**config.mk**
```make
export PLATFORM = sky130hd
export DESIGN_NAME = acc_datapath_g2
export DESIGN_NICKNAME = d
export VERILOG_FILES = /design/src/rtl/acc_dp_pkg.sv /design/src/rtl/acc_alu_g2.sv /design/src/rtl/acc_datapath_g2.sv
export SDC_FILE = /design/constraint.sdc
export NUM_CORES = 1
export LEC_CHECK = 0
export ABC_AREA = 1
export CORE_AREA = 4 4 87 89
export DETAILED_ROUTE_END_ITERATION = 8
export DIE_AREA = 0 0 91 93
export PLACE_DENSITY_LB_ADDON = 0.1
export SYNTH_ARGS = -nofsm -noshare
export SYNTH_HDL_FRONTEND = slang
export SYNTH_SLANG_ARGS = --single-unit
```
**constraint.sdc**
```tcl
create_clock -name CLK -period 5.65 [get_ports CLK]
set_clock_uncertainty 0.15 [all_clocks]
set_input_delay 1.13 -clock CLK [delete_from_list [all_inputs] [get_ports CLK]]
set_output_delay 1.13 -clock CLK [all_outputs]
set_load 0.05 [all_outputs]
```
**src/rtl/acc_dp_pkg.sv**
```systemverilog
// Shared types and constants for the second-generation accumulator datapath.
// Used by acc_alu_g2 and acc_datapath_g2.
package acc_dp_pkg;

  typedef enum logic [2:0] {
    ALU_ADD   = 3'd0,
    ALU_SUB   = 3'd1,
    ALU_AND   = 3'd2,
    ALU_OR    = 3'd3,
    ALU_XOR   = 3'd4,
    ALU_SHL   = 3'd5,
    ALU_SHR   = 3'd6,
    ALU_PASSB = 3'd7
  } alu_op_e;

  typedef enum logic [1:0] {
    BR_NEG    = 2'b00,
    BR_ZERO   = 2'b01,
    BR_CARRY  = 2'b10,
    BR_ALWAYS = 2'b11
  } br_cond_e;

  // Instruction class after priority decode of the mutually exclusive strobes
  typedef enum logic [1:0] {
    CLS_ALU = 2'd0,
    CLS_LD  = 2'd1,
    CLS_ST  = 2'd2,
    CLS_BR  = 2'd3
  } instr_cls_e;

  localparam int R_OUT = 0;
  localparam int R_IN  = 1;

  function automatic instr_cls_e decode_cls(input logic is_br, input logic is_st,
                                            input logic is_ld);
    if (is_br)      return CLS_BR;
    else if (is_st) return CLS_ST;
    else if (is_ld) return CLS_LD;
    else            return CLS_ALU;
  endfunction

endpackage

```
**src/rtl/acc_alu_g2.sv**
```systemverilog
// Combinational ALU for acc_datapath_g2: result plus carry-out.
// Ops that do not define a carry pass c_in through, so the caller can load it
// unconditionally on every completed ALU instruction.
module acc_alu_g2
  import acc_dp_pkg::*;
#(
  parameter int DATA_W = 8
) (
  input  logic [DATA_W-1:0] a,
  input  logic [DATA_W-1:0] b,
  input  alu_op_e           op,
  input  logic              c_in,
  output logic [DATA_W-1:0] y,
  output logic              c_out
);

  logic [DATA_W:0] sum;
  logic [DATA_W:0] diff;

  // diff carry is set when no borrow occurred (a >= b unsigned)
  assign sum  = {1'b0, a} + {1'b0, b};
  assign diff = {1'b0, a} + {1'b0, ~b} + (DATA_W+1)'(1);

  // Operation select
  always_comb begin
    y     = '0;
    c_out = c_in;
    unique case (op)
      ALU_ADD:   begin y = sum[DATA_W-1:0];  c_out = sum[DATA_W];  end
      ALU_SUB:   begin y = diff[DATA_W-1:0]; c_out = diff[DATA_W]; end
      ALU_AND:   y = a & b;
      ALU_OR:    y = a | b;
      ALU_XOR:   y = a ^ b;
      ALU_SHL:   begin y = {a[DATA_W-2:0], 1'b0}; c_out = a[DATA_W-1]; end
      ALU_SHR:   begin y = {1'b0, a[DATA_W-1:1]}; c_out = a[0];        end
      ALU_PASSB: y = b;
      default:   y = '0;
    endcase
  end

endmodule

```
**src/rtl/acc_datapath_g2.sv**
```systemverilog
// Second-generation accumulator datapath: PC, accumulator A, optional carry,
// register file with r0 as output port and r1 as handshaked input port.
// Optional carry flag is built when ACC_DP_CARRY_EN is defined.
module acc_datapath_g2
  import acc_dp_pkg::*;
#(
  parameter int DATA_W = 8,
  parameter int PC_W   = 7,
  parameter int NREG   = 4,
  parameter int RID_W  = $clog2(NREG)
) (
  input  logic              CLK,
  input  logic              RSTN,
  output logic [PC_W-1:0]   PC,
  input  logic [DATA_W-1:0] IPORT_DATA,
  input  logic              IPORT_VALID,
  output logic              IPORT_READY,
  output logic [DATA_W-1:0] OPORT,
  output logic              OPORT_STB,
  input  logic [2:0]        ALU_OP,
  input  logic [DATA_W-1:0] INSTR_IMM,
  input  logic              IMM_SEL,
  input  logic [PC_W-1:0]   BR_TARGET,
  input  logic              IS_BR,
  input  logic [1:0]        BR_COND,
  input  logic              IS_LD,
  input  logic              LD_SEL,
  input  logic [DATA_W-1:0] LB_IMM,
  input  logic              IS_ST,
  input  logic [RID_W-1:0]  REG_ID,
  output logic              STALL,
  output logic [2:0]        FLAGS
);

  logic [PC_W-1:0]              pc_q;
  logic [DATA_W-1:0]            a_q;
  logic [NREG-1:0][DATA_W-1:0]  rf;
  logic                         stb_q;

  instr_cls_e        cls;
  logic              sel_in;
  logic              reads_in;
  logic              stall;
  logic              advance;
  logic [DATA_W-1:0] rd_data;
  logic [DATA_W-1:0] alu_b;
  logic [DATA_W-1:0] alu_y;
  logic              alu_c;
  logic              c_flag;
  logic              n_flag;
  logic              z_flag;
  logic              br_taken;

  assign cls    = decode_cls(IS_BR, IS_ST, IS_LD);
  assign sel_in = (REG_ID == RID_W'(R_IN));

  // r1 is not backed by storage: reads see the input port directly
  assign rd_data = sel_in ? IPORT_DATA : rf[REG_ID];

  assign reads_in = sel_in && (((cls == CLS_LD)  && !LD_SEL) ||
                               ((cls == CLS_ALU) && !IMM_SEL));

  // Reset dominates the handshake so nothing is consumed while held in reset
  assign stall       = RSTN && reads_in && !IPORT_VALID;
  assign IPORT_READY = RSTN && reads_in &&  IPORT_VALID;
  assign advance     = RSTN && !stall;
  assign STALL       = stall;

  assign alu_b = IMM_SEL ? INSTR_IMM : rd_data;

  acc_alu_g2 #(.DATA_W(DATA_W)) u_alu (
    .a     (a_q),
    .b     (alu_b),
    .op    (alu_op_e'(ALU_OP)),
    .c_in  (c_flag),
    .y     (alu_y),
    .c_out (alu_c)
  );

`ifdef ACC_DP_CARRY_EN
  logic c_q;

  // Carry only moves on completed ALU instructions
  always_ff @(posedge CLK) begin
    if (!RSTN)                         c_q <= 1'b0;
    else if (advance && cls == CLS_ALU) c_q <= alu_c;
  end

  assign c_flag = c_q;
`else
  logic unused_carry;
  assign unused_carry = alu_c;
  assign c_flag       = 1'b0;
`endif

  assign n_flag = a_q[DATA_W-1];
  assign z_flag = (a_q == '0);
  assign FLAGS  = {c_flag, z_flag, n_flag};

  // Branch condition from pre-cycle flags
  always_comb begin
    br_taken = 1'b0;
    unique case (br_cond_e'(BR_COND))
      BR_NEG:    br_taken = n_flag;
      BR_ZERO:   br_taken = z_flag;
      BR_CARRY:  br_taken = c_flag;
      BR_ALWAYS: br_taken = 1'b1;
      default:   br_taken = 1'b0;
    endcase
  end

  // Program counter: branch target or sequential increment (wraps naturally)
  always_ff @(posedge CLK) begin
    if (!RSTN)
      pc_q <= '0;
    else if (advance)
      pc_q <= (cls == CLS_BR && br_taken) ? BR_TARGET : pc_q + PC_W'(1);
  end

  // Accumulator: loads and ALU results
  always_ff @(posedge CLK) begin
    if (!RSTN)
      a_q <= '0;
    else if (advance) begin
      if (cls == CLS_LD)       a_q <= LD_SEL ? LB_IMM : rd_data;
      else if (cls == CLS_ALU) a_q <= alu_y;
    end
  end

  // Register file: stores of A, writes to the input-port slot are dropped
  always_ff @(posedge CLK) begin
    if (!RSTN)
      rf <= '0;
    else if (advance && cls == CLS_ST && !sel_in)
      rf[REG_ID] <= a_q;
  end

  // Output strobe lines up with the cycle OPORT shows the stored value
  always_ff @(posedge CLK) begin
    if (!RSTN) stb_q <= 1'b0;
    else       stb_q <= advance && cls == CLS_ST && (REG_ID == RID_W'(R_OUT));
  end

  assign PC        = pc_q;
  assign OPORT     = rf[R_OUT];
  assign OPORT_STB = stb_q;

endmodule

```
==> results of run 1 <==
sequential cells by signal (all words and copies together) (netlist names):
name,count
rf,16
OPORT,8
a_q,8
PC,7
OPORT_STB,1
through the flow:
step	total power [mW]	setup slack, ps	util (%)
after floorplan	0.497	2090	-
after global placement	0.584	953	63.2
after detailed placement	0.589	871	63.2
after CTS	0.787	871	64.6
after global routing	0.832	716	64.6
final	0.788	875	64.6
area by class of cell:
cell class | count | area, µm²
Inverter | 72 | 285
Sequential cell | 40 | 801
Timing Repair Buffer | 66 | 658
Fill cell | 637 | 2390
Clock inverter | 2 | 10.0
Clock buffer | 6 | 82.6
Tap cell | 80 | 100
Multi-Input combinational cell | 451 | 2430
cell usage after synthesis, types with 3 or more instances:
cell / instances
ha_1: 31
o211ai_1: 3
nor2_1: 34
inv_2: 4
nand2_4: 5
clkbuf_1: 6
or2_2: 8
dfxtp_1: 40
o22ai_1: 5
inv_1: 64
nand3b_1: 6
nand3_1: 47
nand4_1: 5
clkinv_4: 3
xor2_1: 6
nand2_1: 178
a21oi_1: 49
buf_4: 12
nor3_1: 4
o21ai_0: 45
o21ai_1: 3
worst paths after layout:
path	endpoint	from	cells past startpoint
max	STALL	REG_ID[0]	6
max reg2reg	a_q[6]$_SDFFE_PN0P_	OPORT[0]$_SDFFE_PN0P_	18
min reg2reg	rf[24]$_SDFFE_PN0P_	rf[24]$_SDFFE_PN0P_	2
min	rf[24]$_SDFFE_PN0P_	rf[24]$_SDFFE_PN0P_	2
layer usage:
metal | GRT usage, % | up-vias | wire (µm) | part of all wire, %
met3 | 3.22 | 21 | 513 | 5.0
met4 | 8.04 | 0 | 226 | 2.2
li1 | - | 1989 | - | -
met2 | 42.3 | 114 | 5160 | 50
met1 | 30.1 | 1770 | 4400 | 43
met5 | 0 | - | 0 | 0
power groups by stage:
stage | Combinational, mW | Sequential (mW) | Clock [mW]
finish | 0.276 | 0.310 | 0.202
global route | 0.306 | 0.311 | 0.214
floorplan | 0.168 | 0.329 | 0
detailed placement | 0.273 | 0.316 | 0
global placement | 0.268 | 0.316 | 0
CTS | 0.275 | 0.309 | 0.203
worst max-delay path: cells and delay by family:
| family | cells | cell delay [ps] |
|---|---|---|
| simple gates | 3 | 540 |
| buf+inv | 3 | 1820 |
logic make-up after synthesis:
logic type,after synthesis,share of synthesized area [%]
AND/OR/NAND/NOR,296,36.5
AO/OA/AOI/OAI,113,16.5
buffers and inverters,92,11.2
flip-flops,40,22.0
adder cells (fa/ha/maj),33,11.8
XOR/XNOR,8,1.93
other,1,0.103
==> results.py, run 1 <==
metrics = {
    "critical_path": {
        "slowest_delay_ps": 830,
        "worstPathCellList": "clkdlybuf4s50_1 -> nand2_4 -> nor3_4 -> nand3_4 -> clkinv_1 -> clkdlybuf4s50_1",
        "timing.critical_path.mode_cell": "clkdlybuf4s50_1",
        "cp_data_required_time_ps": 4370,
        "start_kind": "primary input",
        "critPathMaxFanout": 15,
        "worstSetupPathType": "primary input to primary output",
        "endpoint_kind": "primary output",
        "slowest_stage": "clkdlybuf4s50_1",
        "cp.arrival_ps": 3490,
        "reg2reg_slack_ps": 2860,
    },
    "sta": {
        "fin_tns_setup_ps": 0,
        "finalSetupViolCount": 0,
        "maxSlewViolCount": 0,
        "finalWorstPathRequiredPeriod_ps": 4770,
        "finalHoldViolCount": 0,
        "max_freq_mhz": 209,
        "rsz0062_at_grt": "no",
        "tightestPinTransition_ps": 814,
        "whs_ps": 318,
        "min_period_over_period_pct": 84.5,
        "maxSlewHeadroom_pct": 45.3,
    },
    "pwr": {
        "intPower_uw": 496,
        "switching_share_pct": 37.1,
        "pwr-share-comb_pct": 35.0,
        "ir_worst_vdd_v": 0.0000824,
        "p_leak_nw": 2.05,
        "p_per_area_nw_per_um2": 180,
        "power_frac_seq_pct": 39.3,
        "power.share.clock_pct": 25.7,
        "p_sw_uw": 292,
    },
    "cells_and_area": {
        "drive_above_1_share_pct": 5.34,
        "mostFrequentLayoutCell": "nand2_1",
        "fin_area_um2": 4370,
        "final_cell_mix": "nand2_1, clkdlybuf4s50_1, inv_1",
        "nets": 715,
        "area_growth_pct": 20.1,
        "antenna_cells": 0,
        "final_cells": 717,
    },
    "place": {
        "place.gp.congestion": 0.944,
        "placed_cell_area_um2": 4270,
        "io_buffers": 65,
        "hpwl_um": 8270,
        "dpl.cell_count": 709,
    },
    "synth": {
        "yosys-top-cells-area": "dfxtp_1, nand2_1, ha_1, a21oi_1, inv_1",
        "synth_cell_types": 39,
        "ys_seq_elements": 40,
        "synth_fp_nets": 662,
        "ys.flop_type": "dfxtp_1",
        "syn_inst": 583,
        "avgSynthCellArea_um2": 6.24,
        "ys_seq_area_share_pct": 22.0,
        "synth_top_area_cell": "dfxtp_1",
        "synth_edf_count": 0,
        "synth.top_cell.area_share_pct": 22.0,
        "yosys_warnings": 0,
        "async_flop_share_pct": 0,
        "mappedNetlistArea_um2": 3640,
    },
    "clock_network": {
        "insertion_delay_ps": 300,
        "cts_buffers": 5,
        "path_clk_slew_ps": 80,
        "ctsResizeCount": 0,
        "postCtsHoldBufs": 0,
        "cts_post_setup_buffers_inserted": 0,
        "clock_sinks": 40,
        "cts.path.max_buffers": 2,
        "cts_tree": "yes",
        "h-tree-depth": 2,
        "root_buffer": "clkbuf_8",
    },
    "drt": {
        "num_vias": 3894,
        "postRouteAntennaNets": 0,
        "wl_per_cell_um": 14.4,
        "routed_via_density": 5.43,
        "drt_iter0_drc": 200,
        "drt-total-wl_um": 10300,
        "dr.pass1.iters": 5,
        "remaining_drc_errors": 0,
    },
    "floorplanning": {
        "core_um2": 6760,
        "die_w_um": 91,
        "die-area_um2": 8460,
        "rows": 30,
        "initial_utilization_pct": 53.8,
        "ioPinCount": 67,
        "dieHeight_um": 93,
    },
    "global_route": {
        "antenna_found_initial": 0,
        "grt_usage_pct": 24.0,
        "grt_pass1_wl_um": 16800,
        "overflow": 0,
        "grt_max_degree": 29,
        "grt_pass1_vias": 3559,
    },
    "flow_run": {
        "drv_cap": 0,
    },
    "hold_path": {
        "hold_path.class": "flip-flop to flip-flop",
    },
    "status": {
        "status": "finished clean",
    },
}
Power figures use the tool's default switching activity.
==> run 2: changes to the inputs <==
Settings changed: CORE_AREA 4 4 87 89 to 4 4 88 90, DIE_AREA 0 0 91 93 to 0 0 92 94.
Clock period 5.65 ns to 4.4 ns, I/O delays scaled along.
==> results.py, run 2 (synthesis gave the netlist of run 1 again) <==
metrics = {
    "status": {
        "status": "finished clean",
    },
    "drt": {
        "postRouteAntennaNets": 0,
        "dr.pass1.iters": 7,
        "remaining_drc_errors": 0,
        "num_vias": 3920,
        "routed_via_density": 5.32,
        "drt_iter0_drc": 226,
        "wl_per_cell_um": 15.0,
        "drt-total-wl_um": 11000,
    },
    "sta": {
        "rsz0062_at_grt": "no",
        "min_period_over_period_pct": 89.7,
        "whs_ps": 321,
        "max_freq_mhz": 253,
        "maxSlewHeadroom_pct": 44.9,
        "fin_tns_setup_ps": 0,
        "finalHoldViolCount": 0,
        "finalWorstPathRequiredPeriod_ps": 3950,
        "tightestPinTransition_ps": 821,
        "maxSlewViolCount": 0,
        "finalSetupViolCount": 0,
        "setup_ws_ps": 451,
    },
    "floorplanning": {
        "die-area_um2": 8650,
        "initial_utilization_pct": 51.5,
        "core_um2": 7060,
        "rows": 31,
        "ioPinCount": 67,
        "dieHeight_um": 94,
        "die_w_um": 92,
    },
    "clock_network": {
        "cts_tree": "yes",
        "cts.path.max_buffers": 2,
        "postCtsHoldBufs": 0,
        "h-tree-depth": 2,
        "ctsResizeCount": 0,
        "root_buffer": "clkbuf_8",
        "insertion_delay_ps": 300,
        "cts_post_setup_buffers_inserted": 0,
        "path_clk_slew_ps": 90,
        "clock_sinks": 40,
        "cts_buffers": 5,
    },
    "global_route": {
        "overflow": 0,
        "grt_max_degree": 29,
        "antenna_found_initial": 0,
        "grt_pass1_vias": 3848,
        "grt_usage_pct": 25.9,
        "grt_pass1_wl_um": 18000,
    },
    "pwr": {
        "power.share.clock_pct": 29.2,
        "p_per_area_nw_per_um2": 242,
        "intPower_uw": 681,
        "ir_worst_vdd_v": 0.000148,
        "power_frac_seq_pct": 37.2,
        "pwr-share-comb_pct": 33.6,
        "switching_share_pct": 36.3,
        "p_sw_uw": 388,
        "p_leak_nw": 2.06,
    },
    "cells_and_area": {
        "nets": 716,
        "top_register": "rf",
        "area_growth_pct": 21.6,
        "largest_reg_flops": 16,
        "mostFrequentLayoutCell": "nand2_1",
        "antenna_cells": 0,
        "final_cell_mix": "nand2_1, inv_1, clkdlybuf4s50_1",
        "drive_above_1_share_pct": 5.80,
    },
    "critical_path": {
        "critPathLaunch": "REG_ID[0]",
        "endpoint_kind": "flip-flop",
        "worstPathCellList": "clkdlybuf4s50_1 -> nand2_4 -> o21ai_0 -> nand2_1 -> o21ai_0 -> inv_1 -> ha_1 -> nand2_1 -> inv_1 -> nand3_1 -> o21ai_0 -> xor2_1 -> a21oi_1 -> nand2_1 -> nand2_1 -> nand2_1",
        "cp.arrival_ps": 4000,
        "r2r-start": "OPORT[4]$_SDFFE_PN0P_",
        "critPathMaxFanout": 15,
        "start_kind": "primary input",
        "crit_family": "buffers and inverters",
        "cp_data_required_time_ps": 4450,
        "slowest_delay_ps": 840,
        "slowest_stage": "clkdlybuf4s50_1",
        "timing.critical_path.mode_cell": "nand2_1",
        "critPathBufInv": 3,
        "worstSetupPathType": "primary input to flip-flop",
    },
    "flow_run": {
        "drv_cap": 0,
    },
    "hold_path": {
        "hp-start": "rf[19]$_SDFFE_PN0P_",
        "hold_path.class": "flip-flop to flip-flop",
    },
    "place": {
        "dp_slack_ps": 149,
        "hpwl_um": 8760,
        "io_buffers": 65,
        "place.gp.congestion": 0.980,
    },
}
[run 2: cell types whose count changed in the layout (fill, tap and decap cells not counted), sizes merged]
cell / previous run / this run
buf: 1 / 4
clkdlybuf4s50: 65 / 63
bufinv: 0 / 1
clkbuf: 6 / 5
clkinv: 6 / 5
clkinvlp: 0 / 1
[run 2: area by class of cell]
| type | instances | area [µm²] |
|---|---|---|
| clock inverters | 3 | 42.5 |
| well taps | 99 | 124 |
| repair buffers | 67 | 673 |
| inverters | 72 | 285 |
| fillers | 714 | 2640 |
| multi-input cells | 451 | 2430 |
| clock buffers | 5 | 68.8 |
| flip-flops and latches | 40 | 801 |
[run 2: power groups by stage]
| stage | logic, mW | registers [mW] | clock network (mW) |
|---|---|---|---|
| finish | 0.359 | 0.398 | 0.312 |
| global route | 0.401 | 0.400 | 0.329 |
| CTS | 0.357 | 0.398 | 0.313 |
| detailed placement | 0.355 | 0.406 | 0 |
| global placement | 0.352 | 0.406 | 0 |
| floorplan | 0.216 | 0.422 | 0 |
[run 2: metrics by stage]
step / instances / power, mW / cell area, µm² / utilization, %
floorplan: 583 / 0.638 / 3640 / -
global placement: 729 / 0.758 / 4310 / 61.1
detailed placement: 729 / 0.761 / 4310 / 61.1
CTS: 737 / 1.07 / 4420 / 62.7
global route: 737 / 1.13 / 4420 / 62.7
finish: 737 / 1.07 / 4420 / 62.7
[run 2: routing by layer]
layer | GRT usage, % | wire length, µm | up-vias
li1 | - | - | 1979
met3 | 2.88 | 519 | 28
met4 | 11.3 | 358 | 0
met5 | 0 | 0 | -
met1 | 30.7 | 4630 | 1790
met2 | 47.0 | 5520 | 123
[run 2: path summary, 6_finish.rpt]
check	slack, ps	end	cells past startpoint
setup / recovery	450	a_q[5]$_SDFFE_PN0P_	16
hold / removal	320	rf[19]$_SDFFE_PN0P_	2
setup reg to reg	1600	a_q[5]$_SDFFE_PN0P_	16
hold reg to reg	320	rf[19]$_SDFFE_PN0P_	2
[run 2: worst min-delay path, delay by kind of cell (launching register included)]
| family | cells | cell delay (ps) |
|---|---|---|
| and+or+nand+nor | 1 | 60 |
| AOI/OAI and AO/OA | 1 | 60 |
| DFF | 1 | 320 |
